## config.mk

```make
export PLATFORM = sky130hd
export DESIGN_NAME = ir_queue
export DESIGN_NICKNAME = d
export VERILOG_FILES = /design/src/rtl/ir_queue.sv
export SDC_FILE = /design/constraint.sdc
export NUM_CORES = 1
export LEC_CHECK = 0
export ABC_AREA = 0
export BUFFER_PORTS_ARGS = -buffer_cell sky130_fd_sc_hd__buf_4
export CAP_MARGIN = 20
export CORE_ASPECT_RATIO = 2
export CORE_UTILIZATION = 45
export DETAILED_ROUTE_END_ITERATION = 7
export GPL_ROUTABILITY_DRIVEN = 1
export PLACE_DENSITY = 0.66
export REMOVE_ABC_BUFFERS = 1
export SYNTH_ARGS = -nofsm -noshare
export SYNTH_HDL_FRONTEND = slang
export SYNTH_SLANG_ARGS = --single-unit
```

## constraint.sdc

```tcl
create_clock -name clk -period 2.7 [get_ports clk]
set_input_delay 0 -clock clk [delete_from_list [all_inputs] [get_ports clk]]
set_output_delay 0 -clock clk [all_outputs]
set_load 0.05 [all_outputs]
```

## src/rtl/ir_queue.sv

```systemverilog
// ir_queue: instruction FIFO with registered head, opcode decode and sticky overflow.
// Revision 1.0
`default_nettype none

module ir_queue #(
  parameter int DATA_W = 16,
  parameter int DEPTH  = 4,
  parameter int OPC_W  = 4
) (
  input  logic                         clk,
  input  logic                         rst,
  input  logic                         flush,
  input  logic                         in_valid,
  output logic                         in_ready,
  input  logic [DATA_W-1:0]            d_in,
  output logic                         out_valid,
  input  logic                         out_ready,
  output logic [DATA_W-1:0]            d_out,
  output logic [OPC_W-1:0]             opcode,
  output logic [$clog2(DEPTH+1)-1:0]   count,
  output logic                         ovf
);

  localparam int PTR_W = $clog2(DEPTH);
  localparam int CNT_W = $clog2(DEPTH + 1);

  logic [DATA_W-1:0] mem_q [DEPTH];
  logic [PTR_W-1:0]  rd_ptr_q, rd_ptr_d;
  logic [PTR_W-1:0]  wr_ptr_q, wr_ptr_d;
  logic [CNT_W-1:0]  count_q, count_d;
  logic              ovf_q, ovf_d;
  logic              push, pop, full;

  assign full      = (count_q == CNT_W'(DEPTH));
  assign in_ready  = !full;
  assign out_valid = (count_q != '0);
  assign push      = in_valid && in_ready;
  assign pop       = out_valid && out_ready;

  assign d_out  = out_valid ? mem_q[rd_ptr_q] : '0;
  assign opcode = d_out[DATA_W-1 -: OPC_W];
  assign count  = count_q;
  assign ovf    = ovf_q;

  // Flush wins over any push or pop presented in the same cycle.
  always_comb begin
    rd_ptr_d = rd_ptr_q;
    wr_ptr_d = wr_ptr_q;
    count_d  = count_q;
    ovf_d    = ovf_q;
    if (flush) begin
      rd_ptr_d = '0;
      wr_ptr_d = '0;
      count_d  = '0;
      ovf_d    = 1'b0;
    end else begin
      if (push) wr_ptr_d = wr_ptr_q + PTR_W'(1);
      if (pop)  rd_ptr_d = rd_ptr_q + PTR_W'(1);
      if (push && !pop)      count_d = count_q + CNT_W'(1);
      else if (pop && !push) count_d = count_q - CNT_W'(1);
      if (in_valid && full)  ovf_d = 1'b1;
    end
  end

  always_ff @(posedge clk or posedge rst) begin
    if (rst) begin
      rd_ptr_q <= '0;
      wr_ptr_q <= '0;
      count_q  <= '0;
      ovf_q    <= 1'b0;
    end else begin
      rd_ptr_q <= rd_ptr_d;
      wr_ptr_q <= wr_ptr_d;
      count_q  <= count_d;
      ovf_q    <= ovf_d;
    end
  end

  // Storage needs no reset; only pointers and count decide what is visible.
  always_ff @(posedge clk) begin
    if (push && !flush) mem_q[wr_ptr_q] <= d_in;
  end

endmodule

`default_nettype wire

```

Word level (Yosys, flattened, before mapping)
Memory sizes are Yosys's and may differ from the RTL's.
Index checks and enable logic that the tools add are counted.

word-level totals
  word-level logic and storage cells = 37
  output and inout bits = 26
  memories = 1
  bits of input ports = 21
  register bits = 8
  memory bits (writable) = 64

memory list
  memory  depth  bits a word  rd ports  clocked after Yosys merged registers in  write ports  RTL line  RTL
  mem_q   4      16           1         0                                        1            27        logic [DATA_W-1:0] mem_q [DEPTH];

cells by class
  mux-type cells = 12
  add/sub/neg operators = 4
  equal/unequal tests = 1
  reductions and logical operators = 15

operator list
  cell                   count
  $mux W16               1
  $mux W3                3
  $mux W2                4
  $logic_and A1 B1 Y1    6
  $reduce_bool A2 Y1     3
  $reduce_bool A3 Y1     2
  $add A2 B1 Y2 const B  2
  $logic_not A1 Y1       4
  $mux W1                4
  $add A3 B1 Y3 const B  1
  $eq A3 B3 Y1 const B   1
  $sub A3 B1 Y3 const B  1

Depth between registers and ports, before layout
Gate-level depths: netlist of the first run.

  depth in word-level cells = 8
  mapped depth = 8
  depth with buffers taken out = 7

Worst setup path before layout of the first run
Ideal clock, no wire load.

  path kind = register to register
  from = register count_q[1], in the netlist count[1]
  to = register count_q[2], in the netlist count[2]
  period minus slack after synthesis = 2.838 ns
  stages on the path, launching flop included = 9
  path buffers = 1
  data required time = 2.540 ns
  data arrival time = 2.678 ns
  library setup time = 0.160 ns
  setup slack = -0.138 ns
  cell sequence = dfrtp_1 > buf_2 > nor3b_1 > inv_1 > and3_1 > fa_1 > and3b_1 > a311oi_1 > a211oi_1

between the ends
  word-level cells in the longest chain between the ends = 6

ends and longest elaborated chain
  what                                                            RTL line  RTL
  from (decl)                                                     30        logic [CNT_W-1:0] count_q, count_d;
  from (signal assigned)                                          74        count_q <= count_d;
  $eq A3 B3 Y1 (*)                                                34        assign full = (count_q == CNT_W'(DEPTH));
  $logic_not A1 Y1 (*)                                            35        assign in_ready = !full;
  named net in_ready                                              14        output logic in_ready,
  $logic_and A1 B1 Y1 (*)                                         37        assign push = in_valid && in_ready;
  $logic_and A1 B1 Y1 / $logic_not A1 Y1 (equally long branches)  59, 60
  $mux W3 / $logic_and A1 B1 Y1 (equally long branches)           59, 60
  $mux W3 / $reduce_bool A3 Y1 (equally long branches)            n/a

Mark *: on every way through the listed nets, which the timed path passes. The rest lies on a longest branch. The select of a mux whose other input is x is not followed.
A chain may end at the register's enable or synchronous reset.

Worst setup path in the final report of the first run
  from = register count_q[1], in the netlist count[1]
  to = register count_q[2], in the netlist count[2]

between the ends
  word-level cells in the longest chain between the ends = 6

ends and longest elaborated chain
  what
  branches (longest 6 deep; another with $sub A3 B1 Y3)

Parallel ways; which one is timed is not known. The select of a mux whose other input is x is not followed.

==> results by stage, run 1 <==
Clocking:
- The clock tree synthesis step divided the H-tree into 3 levels.
- The clock sink count is 72.
- The clock transition time at the flip-flop clock pins of the worst setup and hold paths is 0.05 ns.
- The maximum buffer depth of the clock tree is 2.
- The CTS tree is done.
- The CTS root buffer is clkbuf_16.
- The clock buffer count from CTS is 9.
- The later-pin clock latency in the skew report is 0.32 ns.
- Buffers added to address setup during post-CTS repair amount to 0.

Cells and area:
- The number of filler cells placed in the layout is 535.
- The final non-filler cell area is 0.00388 mm².
- The share of final-layout standard cells stronger than drive strength 1 is 33.2%.
- Relative to the synthesized area, the layout overhead comes to 27.9%.
- The finished layout holds 332 standard cells, fillers aside.
- The diode insertion count for antenna repair is 0.
- The final-stage net count is 267.

Place:
- During placement, the flow inserted port buffers numbering 46.
- The instance count after placement with tap cells included is 300.
- Once placement finished, the instance area stood at 0.00346 mm².
- The post-DP HPWL is 3530 µm.
- The worst-case setup slack after placement is 0.495 ns.
- The congestion estimate from routability-driven global placement came to 0.680.

Routing:
- For this block, the routed nets add up to 5240 µm of wire.
- Before antenna repair, the detailed router went through 4 iterations.
- The via density per instance is 5.03.
- The per-cell routed wire length is 15.8 µm.
- The total number of vias is 1669.
- The initial detailed-routing violation count is 33.
- The final antenna-violating net count is 0.
- For this run, design rule violations remaining after detail routing come to 0.

GRT:
- The largest net degree at the start of global routing is 18.
- The overall global routing resource usage is 16.5%.
- The initial antenna violation count is 0.
- The global-route wire length before repair is 8200 µm.
- The number of global-route vias before repair is 1735.
- Global routing finished with a remaining overflow of 0.

Worst setup path:
- The slowest library cell on the worst path is dfrtp_1.
- For flop-to-flop paths, the worst setup slack is 0.48 ns.
- On the worst path, the slowest cell contributes a delay of 0.48 ns.
- The worst register-to-register path has a depth of 7.
- The endpoint of the lowest-slack register-to-register path is count[2].
- The maximum fanout encountered on the critical timing path is 11.
- The data required time of the worst path is 2.89 ns.
- The startpoint identified for the worst register-to-register timing path is count[1].
- STA classifies the critical path endpoint as a flip-flop.
- Walking the worst path, the cells encountered are nor3b_1, inv_1, and3_1, fa_1, and3b_1, a311oi_1, a211oi_1.
- The critical path is of the reg2reg type.
- STA puts the critical path data arrival time at 2.41 ns.
- The kind of start point of the critical path is a flip-flop.

Floorplanning:
- The core region is 0.00657 mm².
- The floorplan die height is 118 µm.
- The die is 60.1 µm wide.
- The number of placement rows is 42.
- The initial cell density of the core is 46.2%.
- The I/O pin count is 47.
- The die area is 0.00710 mm².

Run:
- Across the run, the number of max-cap violations was 0.

Yosys:
- The number of flops mapped to enable cells by yosys is 64.
- Sorting the synthesized cells by how often they occur yields 64 x edfxtp_1, 16 x mux4_2, 16 x nor2b_1.
- The flip-flop cell with the highest count after synthesis is edfxtp_1.
- The sequential-to-total area share from yosys stat is 69.9%.
- Synthesis handed over a netlist of 173 instances.
- The post-synthesis async set-or-reset flop share is 11.1%.
- By area the synthesized netlist is led by edfxtp_1 63%, mux4_2 12%, dfrtp_1 6.6%.
- The cell accounting for the most synthesized area is edfxtp_1.
- The mean instance size in the synthesized netlist is 17.6 µm².
- The number of warnings reported in the yosys synthesis log is 0.
- Counting flops and latches in the post-synthesis netlist gives 72.
- The top-area cell type share of the netlist area is 63.3%.
- The most repeated cell in the gate-level netlist after synthesis is edfxtp_1.
- The count of different cell masters after synthesis is 34.
- The summed instance area of the synthesized netlist is 0.00304 mm².

Min path:
- For hold timing, the worst endpoint is ovf.
- The startpoint identified for the worst hold timing path is in_valid.
- The worst hold-check path type is in2reg.
- Along the worst hold path, the cell count comes to 3.

Timing:
- For the pin with the worst max-slew slack, the measured transition is 0.779 ns.
- The final count of hold timing violations is 0.
- Derived from the worst setup path, the maximum achievable clock frequency is 0.450 GHz.
- Setup repair after global routing left no endpoint under its margin.
- The worst setup skew after layout is 0.00561 ns.
- Setup violations remaining at the end of the flow were counted as 0.
- The slack of the critical path is 0.480 ns.
- The relative slew slack is 48.1%.
- The final critical delay including setup and external delays is 2.22 ns.
- After layout, the worst path uses 82.2% of the clock period.
- The final max-slew violation count was 0.

Pwr:
- Dividing total power by cell area gives a power density of 1070 mW/mm².
- The static leakage is 1.45 nW.
- VDD sags by at most 0.000666 V.

Run status:
- The flow ran to the end, and the final reports show no timing, DRC or antenna violations.
==> layer usage <==
layer	vias up	part of all wire (%)	GRT usage (%)
li1	789	-	-
met1	826	36	17.4
met2	44	59	29.0
met3	10	3.0	3.94
met4	0	1.9	7.85
met5	-	0	0
==> power breakdown <==
group	switching, W	total, W	internal (W)	leakage [nW]
registers	0.0000867	0.00138	0.00130	0.688
clock network	0.000373	0.000978	0.000605	0.120
logic	0.00118	0.00181	0.000631	0.647
total	0.00164	0.00417	0.00253	1.45
==> placed cells by master, fill, tap and decap left out, drive strengths merged, types with 2 or more instances in the layout <==
master,synthesis,final
dfrtp,8,8
nor2b,16,16
clkbuf,2,12
buf,12,53
ha,4,4
clkinv,0,2
nor3,2,2
nor2,8,8
dlygate4sd3,0,18
nand3,2,2
mux4,16,16
and2,4,4
o31ai,2,2
inv,10,10
o21ai,3,3
xor2,2,2
edfxtp,64,64
a21oi,3,3
==> worst max-delay path by stage <==
stage                to  cells past startpoint     start
5_1_grt        count[2]                      7  count[2]
3_5_place_dp   count[2]                      7  count[0]
3_3_place_gp   count[2]                      7  count[1]
6_report       count[2]                      7  count[1]
2_1_floorplan  count[2]                      7  count[2]
4_1_cts        count[2]                      7  count[2]
==> metrics by stage <==
| stage | utilization, % | total power (W) | hold slack (ns) | setup TNS [ns] |
|---|---|---|---|---|
| 4_1_cts | 59.1 | 0.00422 | 0.0222 | 0 |
| 6_report | 59.1 | 0.00417 | 0.0218 | 0 |
| 2_1_floorplan | - | 0.00266 | -0.184 | -0.118 |
| 3_5_place_dp | 52.7 | 0.00322 | -0.0106 | 0 |
| 5_1_grt | 59.1 | 0.00434 | 0.0383 | 0 |
| 3_3_place_gp | 52.7 | 0.00320 | -0.0137 | 0 |
==> final cells by class <==
type                       count  area (µm²)  share of cell area, %
inverter                      10        37.5                  0.966
timing repair buffer          71         578                   14.9
tap                           88         110                   2.83
multi-input combinational     77         792                   20.4
clock buffer                  12         236                   6.09
sequential                    72        2120                   54.6
clock inverter                 2        8.76                  0.225
==> logic make-up after synthesis <==
kind of cell             share of synthesized area [%]
AND/OR/NAND/NOR                                   6.67
AO/OA/AOI/OAI                                     3.95
multiplexers                                      12.6
adder cells (fa/ha/maj)                           2.31
flip-flops                                        69.9
buffers and inverters                             4.08
XOR/XNOR                                         0.577
==> state kept, by name, indices dropped and copies added (netlist names) <==
name / cells
rd_ptr_q: 2
mem_q: 64
ovf: 1
count: 3
wr_ptr_q: 2
==> repair_timing <==
action	CTS	global route
endpoints found under the setup margin	0	0
hold endpoints to repair	78	0
gates resized for setup	0	0
hold buffers	18	0
==> critical path: cells and delay by family, from the launching register on <==
| kind | cells | cell delay, ns |
|---|---|---|
| AOI/OAI and AO/OA | 2 | 0.36 |
| buffers and inverters | 1 | 0.12 |
| and+or+nand+nor | 3 | 0.72 |
| DFF | 1 | 0.48 |
| adders and majority gates | 1 | 0.41 |
Note: power is estimated with default switching activity, not from simulation.
==> run 2: changes to the inputs <==
clock period = 2.1 ns   (was 2.7 ns; I/O delays follow)
==> results by stage, run 2 (synthesis results as in run 1) <==
Place:
- The instance count after placement with tap cells included is 306 (was 300).
- The worst-case setup slack after placement was 0.0566 ns (was 0.495 ns).
- The count of buffers from port buffering is 46 (unchanged).
- The post-DP HPWL is 3470 µm (was 3530 µm).
- The final estimated routing congestion in global placement is 0.698 (was 0.680).

Run:
- The max-cap violation count is 0 (unchanged).

Pwr:
- The static leakage is 1.51 nW (was 1.45 nW).
- The maximum VDD drop came to 0.000900 V (was 0.000666 V).
- The power density normalized to cell area is 1380 mW/mm² (was 1070 mW/mm²).

Floorplanning:
- The number of placement rows is 42 (unchanged).
- The floorplan die height came to 118 µm (unchanged).
- The horizontal die dimension is 60.1 µm (unchanged).
- The I/O pin count is 47 (unchanged).
- The die area is 0.00710 mm² (unchanged).
- The placeable core region is 0.00657 mm² (unchanged).
- The initial cell density of the core was 46.2% (unchanged).

Cells and area:
- The final cell utilization of the core is 60.9% (was 59.1%).
- The most common cell after layout, fill and taps aside is edfxtp_1 (unchanged).
- The non-filler instance count after layout is 341 (was 332).
- The share of final-layout standard cells stronger than drive strength 1 was 35.6% (was 33.2%).
- The register with the most flip-flops was mem_q (unchanged).
- The number of flip-flops under the largest register name is 64 (unchanged).
- The final-stage net count is 274 (was 267).
- The growth of design area from synthesis to finish was 31.6% (was 27.9%).
- The diode insertion count for antenna repair is 0 (unchanged).
- Most used cells in the layout excluding fill and tap cells: 64 x edfxtp_1, 56 x buf_4, 19 x dlygate4sd3_1, 16 x mux4_2, 16 x nor2b_1 (was 64 x edfxtp_1, 53 x buf_4, 18 x dlygate4sd3_1, 16 x mux4_2, 16 x nor2b_1).
- The number of filler cells placed in the layout came to 522 (was 535).

Timing:
- The number of failing setup endpoints in the final timing report is 0 (unchanged).
- The final critical delay including setup and external delays is 1.96 ns (was 2.22 ns).
- The final max-slew violation count came to 0 (unchanged).
- The final hold slack is 0.0485 ns (was 0.0218 ns).
- The relative slew slack is 73.2% (was 48.1%).
- The fmax was 0.510 GHz (was 0.450 GHz).
- The total negative slack for setup checks came to 0 ns (unchanged).
- The slack of the critical path is 0.137 ns (was 0.480 ns).
- The final cycle utilization of the critical path came to 93.5% (was 82.2%).
- RSZ-0062 raised after global routing: false (unchanged).
- The worst setup skew after layout came to 0.00482 ns (was 0.00561 ns).
- The final count of hold timing violations is 0 (unchanged).
- The actual slew at the worst max-slew pin is 0.397 ns (was 0.779 ns).

Clocking:
- The maximum buffer depth of the clock tree came to 2 (unchanged).
- The CTS root buffer is clkbuf_16 (unchanged).
- The setup fix buffers added after clock tree synthesis came to 0 (unchanged).
- The clock sink count is 72 (unchanged).
- The CTS tree is done (unchanged).
- The maximum level of the CTS H-tree came to 3 (unchanged).
- The later-pin clock latency in the skew report is 0.32 ns (about the same).
- The clock buffer count from CTS is 9 (unchanged).
- The clock transition time at the flip-flop clock pins of the worst setup and hold paths is 0.05 ns (about the same).

Worst setup path:
- The data required time of the worst path came to 2.32 ns (was 2.89 ns).
- The critical path depth came to 7 (unchanged).
- The kind of cell adding the most delay to the critical path was simple AND/OR/NAND/NOR gates (unchanged).
- The worst setup path category is reg2reg (unchanged).
- The endpoint of the lowest-slack register-to-register path is count[2] (unchanged).
- Sequence of cells on the critical path: nor3b_2, inv_1, and3_1, fa_2, and3b_1, a21o_1, a211oi_1 (was nor3b_1, inv_1, and3_1, fa_1, and3b_1, a311oi_1, a211oi_1).
- The slowest library cell on the worst path is dfrtp_1 (unchanged).
- The kind of start point of the critical path is a flip-flop (unchanged).
- The reg2reg setup slack is 0.14 ns (was 0.48 ns).
- The number of buffer and inverter stages on the critical path was 1 (unchanged).
- The endpoint type of the worst setup path is a flip-flop (unchanged).
- The critical path data arrival time is 2.18 ns (was 2.41 ns).
- The worst setup path startpoint is count[0] (was count[1]).
- The capturing element of the worst setup path was count[2] (unchanged).
- The maximum cell stage delay along the critical path came to 0.40 ns (was 0.48 ns).
- The maximum fanout encountered on the critical timing path was 4 (was 11).
- The worst reg-to-reg path cell count was 7 (unchanged).
- The startpoint of the lowest-slack register-to-register path is count[0] (was count[1]).

GRT:
- The overall global routing resource usage is 17.1% (was 16.5%).
- The met1 demand-to-capacity share in global routing is 17.8% (was 17.4%).
- The global-route wire length before repair was 8480 µm (was 8200 µm).
- The largest net degree at the start of global routing is 18 (unchanged).
- The total global routing overflow is 0 (unchanged).
- The number of global-route vias before repair came to 1771 (was 1735).
- The initial antenna violation count came to 0 (unchanged).
- The met3 track demand over resource is 5.25% (was 3.94%).
- The met2 routing resource usage after global routing is 28.9% (was 29.0%).
- The most congested layer reported by global routing is met2 (unchanged).

Routing:
- The initial detailed-routing violation count was 79 (was 33).
- The total number of vias was 1697 (was 1669).
- The final antenna-violating net count was 0 (unchanged).
- The number of design rule violations left after detail routing is 0 (unchanged).
- The total detailed-routing wirelength is 5380 µm (was 5240 µm).
- The first-pass detailed-route iteration total was 4 (unchanged).
- The via density per instance is 4.98 (was 5.03).
- The per-cell routed wire length was 15.8 µm (about the same).

Run status:
- Result of the run: complete, no violations (unchanged).

Min path:
- The worst hold-check path type was in2reg (unchanged).
- The hold-critical path depth is 3 (unchanged).
run 2: changes by cell type in the layout (fill, tap and decap cells not counted), sizes merged:
| cell | change |
|---|---|
| clkbuf | +2 |
| buf | +6 |
| dlygate4sd3 | +1 |
run 2: timing repair:
item                                   CTS  global route
gates resized for setup                  0             5
hold buffers                            19             0
endpoints found under the hold margin   78             0
setup endpoints to repair                0             1
run 2: final cells by class:
cell class	instances	area (µm²)	share of cell area, %
Clock inverter	2	7.51	0.188
Sequential cell	72	2120	53.1
Multi-Input combinational cell	77	806	20.2
Timing Repair Buffer	78	662	16.6
Tap cell	88	110	2.75
Clock buffer	14	254	6.35
Inverter	10	37.5	0.939
run 2: layer usage:
metal | vias up | share of wire (%)
li1 | 804 | -
met1 | 837 | 37
met2 | 44 | 57
met3 | 12 | 3.7
met4 | 0 | 2.7
met5 | - | 0
run 2: stage by stage:
| stage | cell area (µm²) | total power [W] |
|---|---|---|
| finish | 4000 | 0.00551 |
| CTS | 3980 | 0.00555 |
| floorplan | 2950 | 0.00342 |
| global route | 4000 | 0.00575 |
| detailed placement | 3530 | 0.00420 |
| global placement | 3530 | 0.00417 |
run 2: tightest hold or removal path, delay by kind of cell:
family	cells	cell delay, ns
AOI/OAI and AO/OA	2	0.19
buffers and inverters	1	0.14
run 2: where the power goes:
| group | switching (W) | internal (W) | total [W] |
|---|---|---|---|
| logic | 0.00161 | 0.000878 | 0.00249 |
| clock network | 0.000486 | 0.000823 | 0.00131 |
| registers | 0.0000419 | 0.00167 | 0.00171 |
run 2: worst min-delay path by stage:
stage / startpoint / endpoint
final: out_ready / count[2]
after global routing: out_ready / count[2]
after CTS: out_ready / count[2]
after detailed placement: rst / ovf
after global placement: rst / ovf
after floorplan: rst / count[0]
==> run 3: changes to the inputs <==
HOLD_SLACK_MARGIN = 0.08   (was default)
==> results by stage, run 3 (synthesis results as in run 1) <==
Routing:
- The routed metal-1 wire length is 1990 µm (about the same).
- The via density per instance is 4.98 (about the same).
- The final antenna-violating net count is 0 (unchanged).
- The routed wire length on met2 is 3070 µm (was 3050 µm).
- The total detailed-routing wirelength is 5400 µm (was 5380 µm).
- The per-cell routed wire length is 15.7 µm (was 15.8 µm).
- The top layer reached by signal wires is met4 (unchanged).
- The total number of vias is 1707 (was 1697).
- The number of design rule violations left after detail routing is 0 (unchanged).
- The met3 routed wirelength was 195 µm (was 199 µm).
- The first-pass detailed-route iteration total is 4 (unchanged).
- The initial detailed-routing violation count is 67 (was 79).

Pwr:
- The maximum VDD drop was 0.000899 V (was 0.000900 V).
- The fraction of power consumed by sequential logic is 31.0% (was 31.1%).
- The internal power consumption was 0.00338 W (was 0.00337 W).
- The static leakage is 1.52 nW (was 1.51 nW).
- The switching part of the total power is 38.8% (about the same).
- The relative contribution of combinational cells to total power was 45.2% (about the same).
- The fraction of power consumed by the clock network is 23.7% (was 23.8%).
- The switching power summed over all nets was 0.00214 W (about the same).
- The power density normalized to cell area came to 1370 mW/mm² (was 1380 mW/mm²).

Worst setup path:
- The worst setup path category is reg2reg (unchanged).
- The maximum fanout encountered on the critical timing path is 4 (unchanged).
- The endpoint type of the worst setup path was a flip-flop (unchanged).
- The critical path data arrival time was 2.18 ns (about the same).
- The kind of start point of the critical path is a flip-flop (unchanged).
- The data required time of the worst path is 2.32 ns (about the same).

Min path:
- The worst hold-check path type is in2async (was in2reg).

Timing:
- The number of failing setup endpoints in the final timing report is 0 (unchanged).
- The final hold slack is 0.190 ns (was 0.0485 ns).
- The worst setup skew after layout is 0.00499 ns (was 0.00482 ns).
- The fmax is 0.510 GHz (about the same).
- The final max-slew violation count is 0 (unchanged).
- The final critical delay including setup and external delays is 1.96 ns (about the same).
- RSZ-0062 raised after global routing: false (unchanged).
- The final count of hold timing violations is 0 (unchanged).
- The actual slew at the worst max-slew pin was 0.397 ns (unchanged).
- The relative slew slack is 73.2% (unchanged).
- The final cycle utilization of the critical path was 93.5% (about the same).

GRT:
- The overall global routing resource usage was 17.2% (was 17.1%).
- The largest net degree at the start of global routing is 18 (unchanged).
- The total global routing overflow came to 0 (unchanged).
- The number of global-route vias before repair came to 1788 (was 1771).
- The global-route wire length before repair was 8540 µm (was 8480 µm).
- The initial antenna violation count is 0 (unchanged).

Cells and area:
- The final-stage net count is 276 (was 274).
- The diode insertion count for antenna repair is 0 (unchanged).
- The register with the most flip-flops is mem_q (unchanged).
- The final cell utilization of the core is 61.2% (was 60.9%).
- The share of final-layout standard cells stronger than drive strength 1 is 35.3% (was 35.6%).
- Most used cells in the layout excluding fill and tap cells: 64 x edfxtp_1, 56 x buf_4, 21 x dlygate4sd3_1, 16 x mux4_2, 16 x nor2b_1 (was 64 x edfxtp_1, 56 x buf_4, 19 x dlygate4sd3_1, 16 x mux4_2, 16 x nor2b_1).
- The non-filler instance count after layout is 343 (was 341).
- The number of flip-flops under the largest register name is 64 (unchanged).
- The most common cell after layout, fill and taps aside is edfxtp_1 (unchanged).
- The growth of design area from synthesis to finish is 32.3% (was 31.6%).

Clocking:
- The maximum buffer depth of the clock tree came to 2 (unchanged).
- The clock transition time at the flip-flop clock pins of the worst setup and hold paths is 0.05 ns (about the same).
- The maximum level of the CTS H-tree is 3 (unchanged).
- The CTS tree is done (unchanged).
- The later-pin clock latency in the skew report is 0.32 ns (about the same).
- The clock sink count is 72 (unchanged).
- The clock buffer count from CTS came to 9 (unchanged).
- The CTS root buffer is clkbuf_16 (unchanged).

Place:
- The count of buffers from port buffering is 46 (unchanged).
- The final estimated routing congestion in global placement is 0.698 (unchanged).
- The instance count after placement with tap cells included was 306 (unchanged).
- The post-DP HPWL was 3470 µm (unchanged).

Floorplanning:
- The placeable core region is 0.00657 mm² (unchanged).
- The initial cell density of the core came to 46.2% (unchanged).
- The number of placement rows is 42 (unchanged).
- The floorplan die height was 118 µm (unchanged).
- The die area was 0.00710 mm² (unchanged).
- The horizontal die dimension is 60.1 µm (unchanged).
- The I/O pin count was 47 (unchanged).

Run:
- The max-cap violation count is 0 (unchanged).

Run status:
- Result of the run: complete, no violations (unchanged).
==> run 3: cell types whose count changed in the layout (fill, tap and decap cells not counted), sizes merged <==
cell	previous run	this run
dlygate4sd3	19	21
==> run 3: worst paths after layout <==
| path | startpoint | depth (start not counted) | slack, ns | endpoint |
|---|---|---|---|---|
| hold / removal | rst | 3 | 0.19 | wr_ptr_q[1] |
| setup / recovery | count[0] | 7 | 0.14 | count[2] |
| setup reg to reg | count[0] | 7 | 0.14 | count[2] |
| hold reg to reg | rd_ptr_q[1] | 2 | 0.57 | rd_ptr_q[1] |
| min in group clk | d_in[15] | 2 | 0.42 | mem_q[3][15] |
| max in group asynchronous | rst | 3 | 1.67 | rd_ptr_q[0] |
==> run 3: metal layers <==
layer	vias to the layer above	track usage, %
met2	44	29.2
li1	808	-
met5	-	0
met1	843	17.8
met4	0	9.74
met3	12	5.25
==> run 3: power groups by stage <==
stage	registers, W	clock network [W]	logic (W)
4_1_cts	0.00171	0.00135	0.00250
3_5_place_dp	0.00173	0	0.00246
3_3_place_gp	0.00173	0	0.00244
6_report	0.00171	0.00131	0.00249
5_1_grt	0.00172	0.00140	0.00264
2_1_floorplan	0.00193	0	0.00149
==> run 3: area by class of cell <==
class	count	area, µm²
Timing Repair Buffer	80	682
Fill cell	522	2550
Multi-Input combinational cell	77	806
Inverter	10	37.5
Sequential cell	72	2120
Clock buffer	14	254
Clock inverter	2	7.51
Tap cell	88	110
==> run 3: repair_timing <==
| action | 4_1_cts | 5_1_grt |
|---|---|---|
| setup endpoints to repair | 0 | 1 |
| endpoints found under the hold margin | 79 | 0 |
| setup buffers | 0 | 0 |
| hold buffers | 21 | 0 |
| resized for setup | 0 | 5 |
==> run 3: through the flow <==
stage / power, W / TNS, ns / worst slack [ns] / cell area (µm²)
2_1_floorplan: 0.00342 / -5.01 / -0.718 / 2950
3_3_place_gp: 0.00417 / 0 / 0.131 / 3530
3_5_place_dp: 0.00420 / 0 / 0.0566 / 3530
4_1_cts: 0.00556 / 0 / 0.0397 / 4000
5_1_grt: 0.00576 / 0 / 0.0306 / 4020
6_report: 0.00551 / 0 / 0.138 / 4020
==> run 3: worst max-delay path, cell delays in order (launching register included) <==
cell and delay [ns]:
dfrtp_1 0.40, nor3b_2 0.21, inv_1 0.09, and3_1 0.18, fa_2 0.36, and3b_1 0.22
a21o_1 0.15, a211oi_1 0.25
